### config.mk
export PLATFORM = sky130hd
export DESIGN_NAME = mux_32_reg_flat
export DESIGN_NICKNAME = d
export VERILOG_FILES = /design/src/rtl/mux_32_pkg.sv /design/src/rtl/mux_32_reg_if.sv /design/src/rtl/mux_32_reg_mux_2.sv /design/src/rtl/mux_32_reg.sv /design/src/flat_wrapper.sv
export SDC_FILE = /design/constraint.sdc
export NUM_CORES = 1
export LEC_CHECK = 0
export BUFFER_PORTS_ARGS = -buffer_cell sky130_fd_sc_hd__buf_2
export CAP_MARGIN = 20
export CORE_AREA = 8 8 407 409
export CTS_CLUSTER_SIZE = 24
export DETAILED_ROUTE_END_ITERATION = 16
export DIE_AREA = 0 0 415 417
export PLACE_DENSITY = 0.37
export SYNTH_ARGS = -nofsm -noshare
export SYNTH_HDL_FRONTEND = slang
export SYNTH_HIERARCHICAL = 1
export SYNTH_SLANG_ARGS = --single-unit
### constraint.sdc
create_clock -name clock -period 2.2 [get_ports clock]
set_input_delay 0.33 -clock clock [delete_from_list [all_inputs] [get_ports clock]]
set_output_delay 0.33 -clock clock [all_outputs]
set_load 0.01 [all_outputs]
### src/rtl/mux_32_pkg.sv
// mux_32_pkg: shared constants and select-index type for the 32-to-1 registered mux
//   MUX_32_SEL_W  : width of the select index
//   MUX_32_NUM_IN : number of data inputs
//   mux_32_sel_t  : unsigned select index type
package mux_32_pkg;
   localparam int MUX_32_SEL_W = 5;
   localparam int MUX_32_NUM_IN = 32;
   typedef logic [MUX_32_SEL_W-1:0] mux_32_sel_t;
endpackage

### src/rtl/mux_32_reg_if.sv
// mux_32_reg_if: bus bundle between a driver and the registered 32-to-1 mux
//   en          : capture enable
//   select      : input index 0..31
//   in0..in31   : WIDTH-bit data inputs
//   out         : registered selected data
//   out_parity  : registered even parity of the captured word (only with MUX_32_REG_PARITY_EN)
//   modports    : master drives en/select/inputs, slave (the mux) drives out
interface mux_32_reg_if
   import mux_32_pkg::*;
#(
   parameter int WIDTH = 32
);
   logic en;
   mux_32_sel_t select;
   logic [WIDTH-1:0] in0, in1, in2, in3, in4, in5, in6, in7;
   logic [WIDTH-1:0] in8, in9, in10, in11, in12, in13, in14, in15;
   logic [WIDTH-1:0] in16, in17, in18, in19, in20, in21, in22, in23;
   logic [WIDTH-1:0] in24, in25, in26, in27, in28, in29, in30, in31;
   logic [WIDTH-1:0] out;
`ifdef MUX_32_REG_PARITY_EN
   logic out_parity;
`endif
   modport master (
      output en, select,
      output in0, in1, in2, in3, in4, in5, in6, in7,
      output in8, in9, in10, in11, in12, in13, in14, in15,
      output in16, in17, in18, in19, in20, in21, in22, in23,
      output in24, in25, in26, in27, in28, in29, in30, in31,
      input out
`ifdef MUX_32_REG_PARITY_EN
      , input out_parity
`endif
   );
   modport slave (
      input en, select,
      input in0, in1, in2, in3, in4, in5, in6, in7,
      input in8, in9, in10, in11, in12, in13, in14, in15,
      input in16, in17, in18, in19, in20, in21, in22, in23,
      input in24, in25, in26, in27, in28, in29, in30, in31,
      output out
`ifdef MUX_32_REG_PARITY_EN
      , output out_parity
`endif
   );
endinterface

### src/rtl/mux_32_reg_mux_2.sv
// mux_2: WIDTH-bit combinational 2:1 mux, the leaf cell of the select tree
//   a : chosen when s == 0
//   b : chosen when s == 1
//   s : select bit
//   y : selected word
module mux_2 #(
   parameter int WIDTH = 32
) (
   input  logic [WIDTH-1:0] a,
   input  logic [WIDTH-1:0] b,
   input  logic             s,
   output logic [WIDTH-1:0] y
);
   assign y = s ? b : a;
endmodule

### src/rtl/mux_32_reg.sv
// mux_32_reg: registered 32-to-1 word mux built from a balanced 5-level tree of 2:1 muxes
//   clock   : rising-edge clock
//   reset_n : synchronous active-low reset, clears out (and out_parity)
//   bus     : mux_32_reg_if.slave carrying en, select, in0..in31, out
//   Optional macro MUX_32_REG_PARITY_EN adds registered out_parity = ^in[select].
module mux_32_reg
   import mux_32_pkg::*;
#(
   parameter int WIDTH = 32
) (
   input logic clock,
   input logic reset_n,
   mux_32_reg_if.slave bus
);
   logic [WIDTH-1:0] l0 [MUX_32_NUM_IN];
   logic [WIDTH-1:0] l1 [16];
   logic [WIDTH-1:0] l2 [8];
   logic [WIDTH-1:0] l3 [4];
   logic [WIDTH-1:0] l4 [2];
   logic [WIDTH-1:0] sel_data;
   logic [WIDTH-1:0] out_q;
   mux_32_sel_t sel;

   assign sel = bus.select;
   assign l0 = '{bus.in0, bus.in1, bus.in2, bus.in3, bus.in4, bus.in5, bus.in6, bus.in7,
                 bus.in8, bus.in9, bus.in10, bus.in11, bus.in12, bus.in13, bus.in14, bus.in15,
                 bus.in16, bus.in17, bus.in18, bus.in19, bus.in20, bus.in21, bus.in22, bus.in23,
                 bus.in24, bus.in25, bus.in26, bus.in27, bus.in28, bus.in29, bus.in30, bus.in31};

   // select[0] steers the leaf level, select[4] the root
   for (genvar i = 0; i < 16; i++) begin : g_l1
      mux_2 #(.WIDTH(WIDTH)) u_mux (.a(l0[2*i]), .b(l0[2*i+1]), .s(sel[0]), .y(l1[i]));
   end
   for (genvar i = 0; i < 8; i++) begin : g_l2
      mux_2 #(.WIDTH(WIDTH)) u_mux (.a(l1[2*i]), .b(l1[2*i+1]), .s(sel[1]), .y(l2[i]));
   end
   for (genvar i = 0; i < 4; i++) begin : g_l3
      mux_2 #(.WIDTH(WIDTH)) u_mux (.a(l2[2*i]), .b(l2[2*i+1]), .s(sel[2]), .y(l3[i]));
   end
   for (genvar i = 0; i < 2; i++) begin : g_l4
      mux_2 #(.WIDTH(WIDTH)) u_mux (.a(l3[2*i]), .b(l3[2*i+1]), .s(sel[3]), .y(l4[i]));
   end
   mux_2 #(.WIDTH(WIDTH)) u_root (.a(l4[0]), .b(l4[1]), .s(sel[4]), .y(sel_data));

   always_ff @(posedge clock) begin
      if (!reset_n)
         out_q <= '0;
      else if (bus.en)
         out_q <= sel_data;
   end
   assign bus.out = out_q;

`ifdef MUX_32_REG_PARITY_EN
   logic parity_q;
   always_ff @(posedge clock) begin
      if (!reset_n)
         parity_q <= 1'b0;
      else if (bus.en)
         parity_q <= ^sel_data;
   end
   assign bus.out_parity = parity_q;
`endif
endmodule

### src/flat_wrapper.sv
// flat-port wrapper written by rule: the top's interface ports become plain ports
module mux_32_reg_flat import mux_32_pkg::*;
#(
   parameter int WIDTH = 32
)
  (clock, reset_n, bus_en, bus_select, bus_in0, bus_in1, bus_in2, bus_in3, bus_in4, bus_in5, bus_in6, bus_in7, bus_in8, bus_in9, bus_in10, bus_in11, bus_in12, bus_in13, bus_in14, bus_in15, bus_in16, bus_in17, bus_in18, bus_in19, bus_in20, bus_in21, bus_in22, bus_in23, bus_in24, bus_in25, bus_in26, bus_in27, bus_in28, bus_in29, bus_in30, bus_in31, bus_out);
  mux_32_reg_if #(.WIDTH(WIDTH)) bus_i ();
  input logic clock;
  input logic reset_n;
  input wire logic [$bits(bus_i.en)-1:0] bus_en;
  input wire logic [$bits(bus_i.select)-1:0] bus_select;
  input wire logic [$bits(bus_i.in0)-1:0] bus_in0;
  input wire logic [$bits(bus_i.in1)-1:0] bus_in1;
  input wire logic [$bits(bus_i.in2)-1:0] bus_in2;
  input wire logic [$bits(bus_i.in3)-1:0] bus_in3;
  input wire logic [$bits(bus_i.in4)-1:0] bus_in4;
  input wire logic [$bits(bus_i.in5)-1:0] bus_in5;
  input wire logic [$bits(bus_i.in6)-1:0] bus_in6;
  input wire logic [$bits(bus_i.in7)-1:0] bus_in7;
  input wire logic [$bits(bus_i.in8)-1:0] bus_in8;
  input wire logic [$bits(bus_i.in9)-1:0] bus_in9;
  input wire logic [$bits(bus_i.in10)-1:0] bus_in10;
  input wire logic [$bits(bus_i.in11)-1:0] bus_in11;
  input wire logic [$bits(bus_i.in12)-1:0] bus_in12;
  input wire logic [$bits(bus_i.in13)-1:0] bus_in13;
  input wire logic [$bits(bus_i.in14)-1:0] bus_in14;
  input wire logic [$bits(bus_i.in15)-1:0] bus_in15;
  input wire logic [$bits(bus_i.in16)-1:0] bus_in16;
  input wire logic [$bits(bus_i.in17)-1:0] bus_in17;
  input wire logic [$bits(bus_i.in18)-1:0] bus_in18;
  input wire logic [$bits(bus_i.in19)-1:0] bus_in19;
  input wire logic [$bits(bus_i.in20)-1:0] bus_in20;
  input wire logic [$bits(bus_i.in21)-1:0] bus_in21;
  input wire logic [$bits(bus_i.in22)-1:0] bus_in22;
  input wire logic [$bits(bus_i.in23)-1:0] bus_in23;
  input wire logic [$bits(bus_i.in24)-1:0] bus_in24;
  input wire logic [$bits(bus_i.in25)-1:0] bus_in25;
  input wire logic [$bits(bus_i.in26)-1:0] bus_in26;
  input wire logic [$bits(bus_i.in27)-1:0] bus_in27;
  input wire logic [$bits(bus_i.in28)-1:0] bus_in28;
  input wire logic [$bits(bus_i.in29)-1:0] bus_in29;
  input wire logic [$bits(bus_i.in30)-1:0] bus_in30;
  input wire logic [$bits(bus_i.in31)-1:0] bus_in31;
  output wire logic [$bits(bus_i.out)-1:0] bus_out;
  assign bus_i.en = bus_en;
  assign bus_i.select = bus_select;
  assign bus_i.in0 = bus_in0;
  assign bus_i.in1 = bus_in1;
  assign bus_i.in2 = bus_in2;
  assign bus_i.in3 = bus_in3;
  assign bus_i.in4 = bus_in4;
  assign bus_i.in5 = bus_in5;
  assign bus_i.in6 = bus_in6;
  assign bus_i.in7 = bus_in7;
  assign bus_i.in8 = bus_in8;
  assign bus_i.in9 = bus_in9;
  assign bus_i.in10 = bus_in10;
  assign bus_i.in11 = bus_in11;
  assign bus_i.in12 = bus_in12;
  assign bus_i.in13 = bus_in13;
  assign bus_i.in14 = bus_in14;
  assign bus_i.in15 = bus_in15;
  assign bus_i.in16 = bus_in16;
  assign bus_i.in17 = bus_in17;
  assign bus_i.in18 = bus_in18;
  assign bus_i.in19 = bus_in19;
  assign bus_i.in20 = bus_in20;
  assign bus_i.in21 = bus_in21;
  assign bus_i.in22 = bus_in22;
  assign bus_i.in23 = bus_in23;
  assign bus_i.in24 = bus_in24;
  assign bus_i.in25 = bus_in25;
  assign bus_i.in26 = bus_in26;
  assign bus_i.in27 = bus_in27;
  assign bus_i.in28 = bus_in28;
  assign bus_i.in29 = bus_in29;
  assign bus_i.in30 = bus_in30;
  assign bus_i.in31 = bus_in31;
  assign bus_out = bus_i.out;
  mux_32_reg #(.WIDTH(WIDTH)) u_core (.clock(clock), .reset_n(reset_n), .bus(bus_i));
endmodule
==> reports/summary.txt <==
Status: finished, violations left
Violated checks: negative setup slack
Min Hold Slack: 0.465 ns
Starting Density: 0.114
Area grow syn2layout: 45.2%
Final worst slack: -0.228 ns
Mapped Area: 18,100 sq um
VDD IR max: 0.272 mV
Final hold vios: 0
CP arrival: 2.67 ns
Clock buffer depth: 2
Clock buffers created by TritonCTS: 5
Cell Pwr Density: 293 nW/um^2
Post-route ant nets: 0
Worst Path Max Fanout: 8
Slew @ Worst Pin: 0.382 ns
Crit path kind: in -> reg
Syn_nets: 2,251
Minimum clock period: 2.43 ns
Vias per cell: 3.23
Global-route wire length before repair: 140,000 microns
Seq/Total Area, Yosys: 0.0354
Gr usage total: 0.116
Worst reg2reg setup slack: 1.38 ns
Num rows: 147
DRT Wirelength: 108,000 microns
Critical path cell sequence: buf_16, buf_12, buf_16, buf_12, buf_4, mux2_4, mux2_4, mux2_4, mux2_4, mux2_4, mux2i_1, nor2b_1
Max Fclk: 412 MHz
Post-Route Utilization: 0.165
Setup Skew: 0 ns
Most frequent cells in the layout: 1,059 x buf_2, 953 x mux2_4, 79 x buf_4
Final period util: 1.10
DR pass1 iterations: 5
Pwr Total: 7.70 mW
TritonCTS clock tree: built
RSZ-0062 raised after global routing: yes
Clk root buf: clkbuf_16
Most frequent CP cell: mux2_4
Core area: 159,000 sq um
Largest net degree at the start of global routing: 33
Mapped Avg Cell Area: 14.9 sq um
Storage cell area: 641 sq um
Ports: 1,064
Fill cell count: 17.9k
Placer's final routability congestion estimate: 0.832
DIE AREA: 173,000 sq um
Hpwl dp: 92,900 microns
Port Buffer Count: 1,063
Initial antenna violation count: 35
Final Max Slew Viols: 0
Crit-path max cell delay: 0.29 ns
Max Cap Viol: 0
Post-layout nets: 3,350
Vias in the first global route: 16.1k
# clock sinks: 32
Top cells by area, synth: mux2_4 77%, buf_12 11%, mux2_2 3.9%
R2R depth: 2
Max-slew headroom: 0.745
Min-delay src: reset_n
Crit start category: input port
Leak: 14.0 nW
Chip Height: 417 microns
DP Worst Slack: -0.797 ns
RR Startpoint: u_core/bus.out[17]
Post-route cell area: 26,300 sq um
Endpoints failing setup: 32
Cells after synthesis: 1,219
Vias: 14.3k
Htree depth: 2
Worst Setup End Kind: flip-flop
YS warnings: 6
Hold depth: 3
Layout cells sized above 1: 0.959
Post-DP Area: 25,100 sq um
Worst-Skew Late Latency: 0.34 ns
# DRC: 0
Worst setup path startpoint: bus_select[0]
Required time of the critical path: 2.44 ns
Number of DRC markers in iteration 0: 603
Routed wire per std cell: 24.4 microns
Seq cells post-synth: 32
Max FFs per register: 32
Largest area contributor in the netlist: mux2_4
CTS clk-pin slew, worst paths: 0.09 ns
Hold Buf Count CTS: 0
Worst path slowest cell: mux2_4
Area occupied by multi-input gates: 15,300 sq um
Commonest non-fill, non-tap cell in the layout: buf_2
Grt ovf: 0
Synth unique cells: 8
Hold Crit Class: in -> reg
Die X: 415 microns
Yosys top cell area share: 0.771
-- synthesized netlist by cell type --
library cell	number
mux2_4	930
buf_6	32
nor2b_1	32
mux2i_1	32
buf_12	96
clkbuf_1	3
dfxtp_1	32
mux2_2	62
-- critical path, delay by kind of cell --
kind          cells  cell delay, ns
buf+inv           5            0.74
simple gates      1            0.06
mux               6            1.50
-- area by class of cell --
| type | count | share of cell area |
|---|---|---|
| tap | 2086 | 0.0992 |
| timing repair buffer | 1223 | 0.288 |
| clock buffer | 5 | 0.00476 |
| multi-input combinational | 1056 | 0.580 |
| sequential | 32 | 0.0244 |
| antenna | 11 | 0.00105 |
| clock inverter | 3 | 0.00176 |
-- per-stage QoR --
step                      cells  setup TNS (ns)
after floorplan            1219               0
after global placement     4362          -21.33
after detailed placement   4362          -21.39
after CTS                  4394           -4.14
after global routing       4409           -6.27
final                      4416           -4.79
-- what timing repair did --
item / in CTS / in global routing
buffers inserted: 10 / 8
setup endpoints to repair: 32 / 32
gates cloned: 14 / 5
resized for setup: 79 / 23
-- final timing paths --
path,end
min,u_core/bus.out[24]
max reg2reg,u_core/bus.out[17]
max,u_core/bus.out[4]
min reg2reg,u_core/bus.out[22]
-- kinds of logic (layout without fill, tap and decap cells) --
logic type             after synthesis  after routing  synth area share
other                                0             11                 0
DFF                                 32             32            0.0354
muxes                             1024           1024             0.827
buffers and inverters              131           1231             0.127
and+or+nand+nor                     32             32            0.0111
-- report_power, final --
part	switching [mW]	internal, mW
sequential	0.0547	0.640
combinational	2.26	3.73
clock	0.468	0.544
total	2.78	4.92
-- layer usage --
layer  GRT usage  wire length [microns]  part of all wire  vias up
li1            -                      -                 -     6792
met1       0.141                  45000              0.42     6922
met2       0.216                  56200              0.52      478
met3      0.0228                   5510             0.051       61
met4      0.0131                    820            0.0076       12
met5           0                     79           0.00073        -
Note: power is estimated with default switching activity, not from simulation.
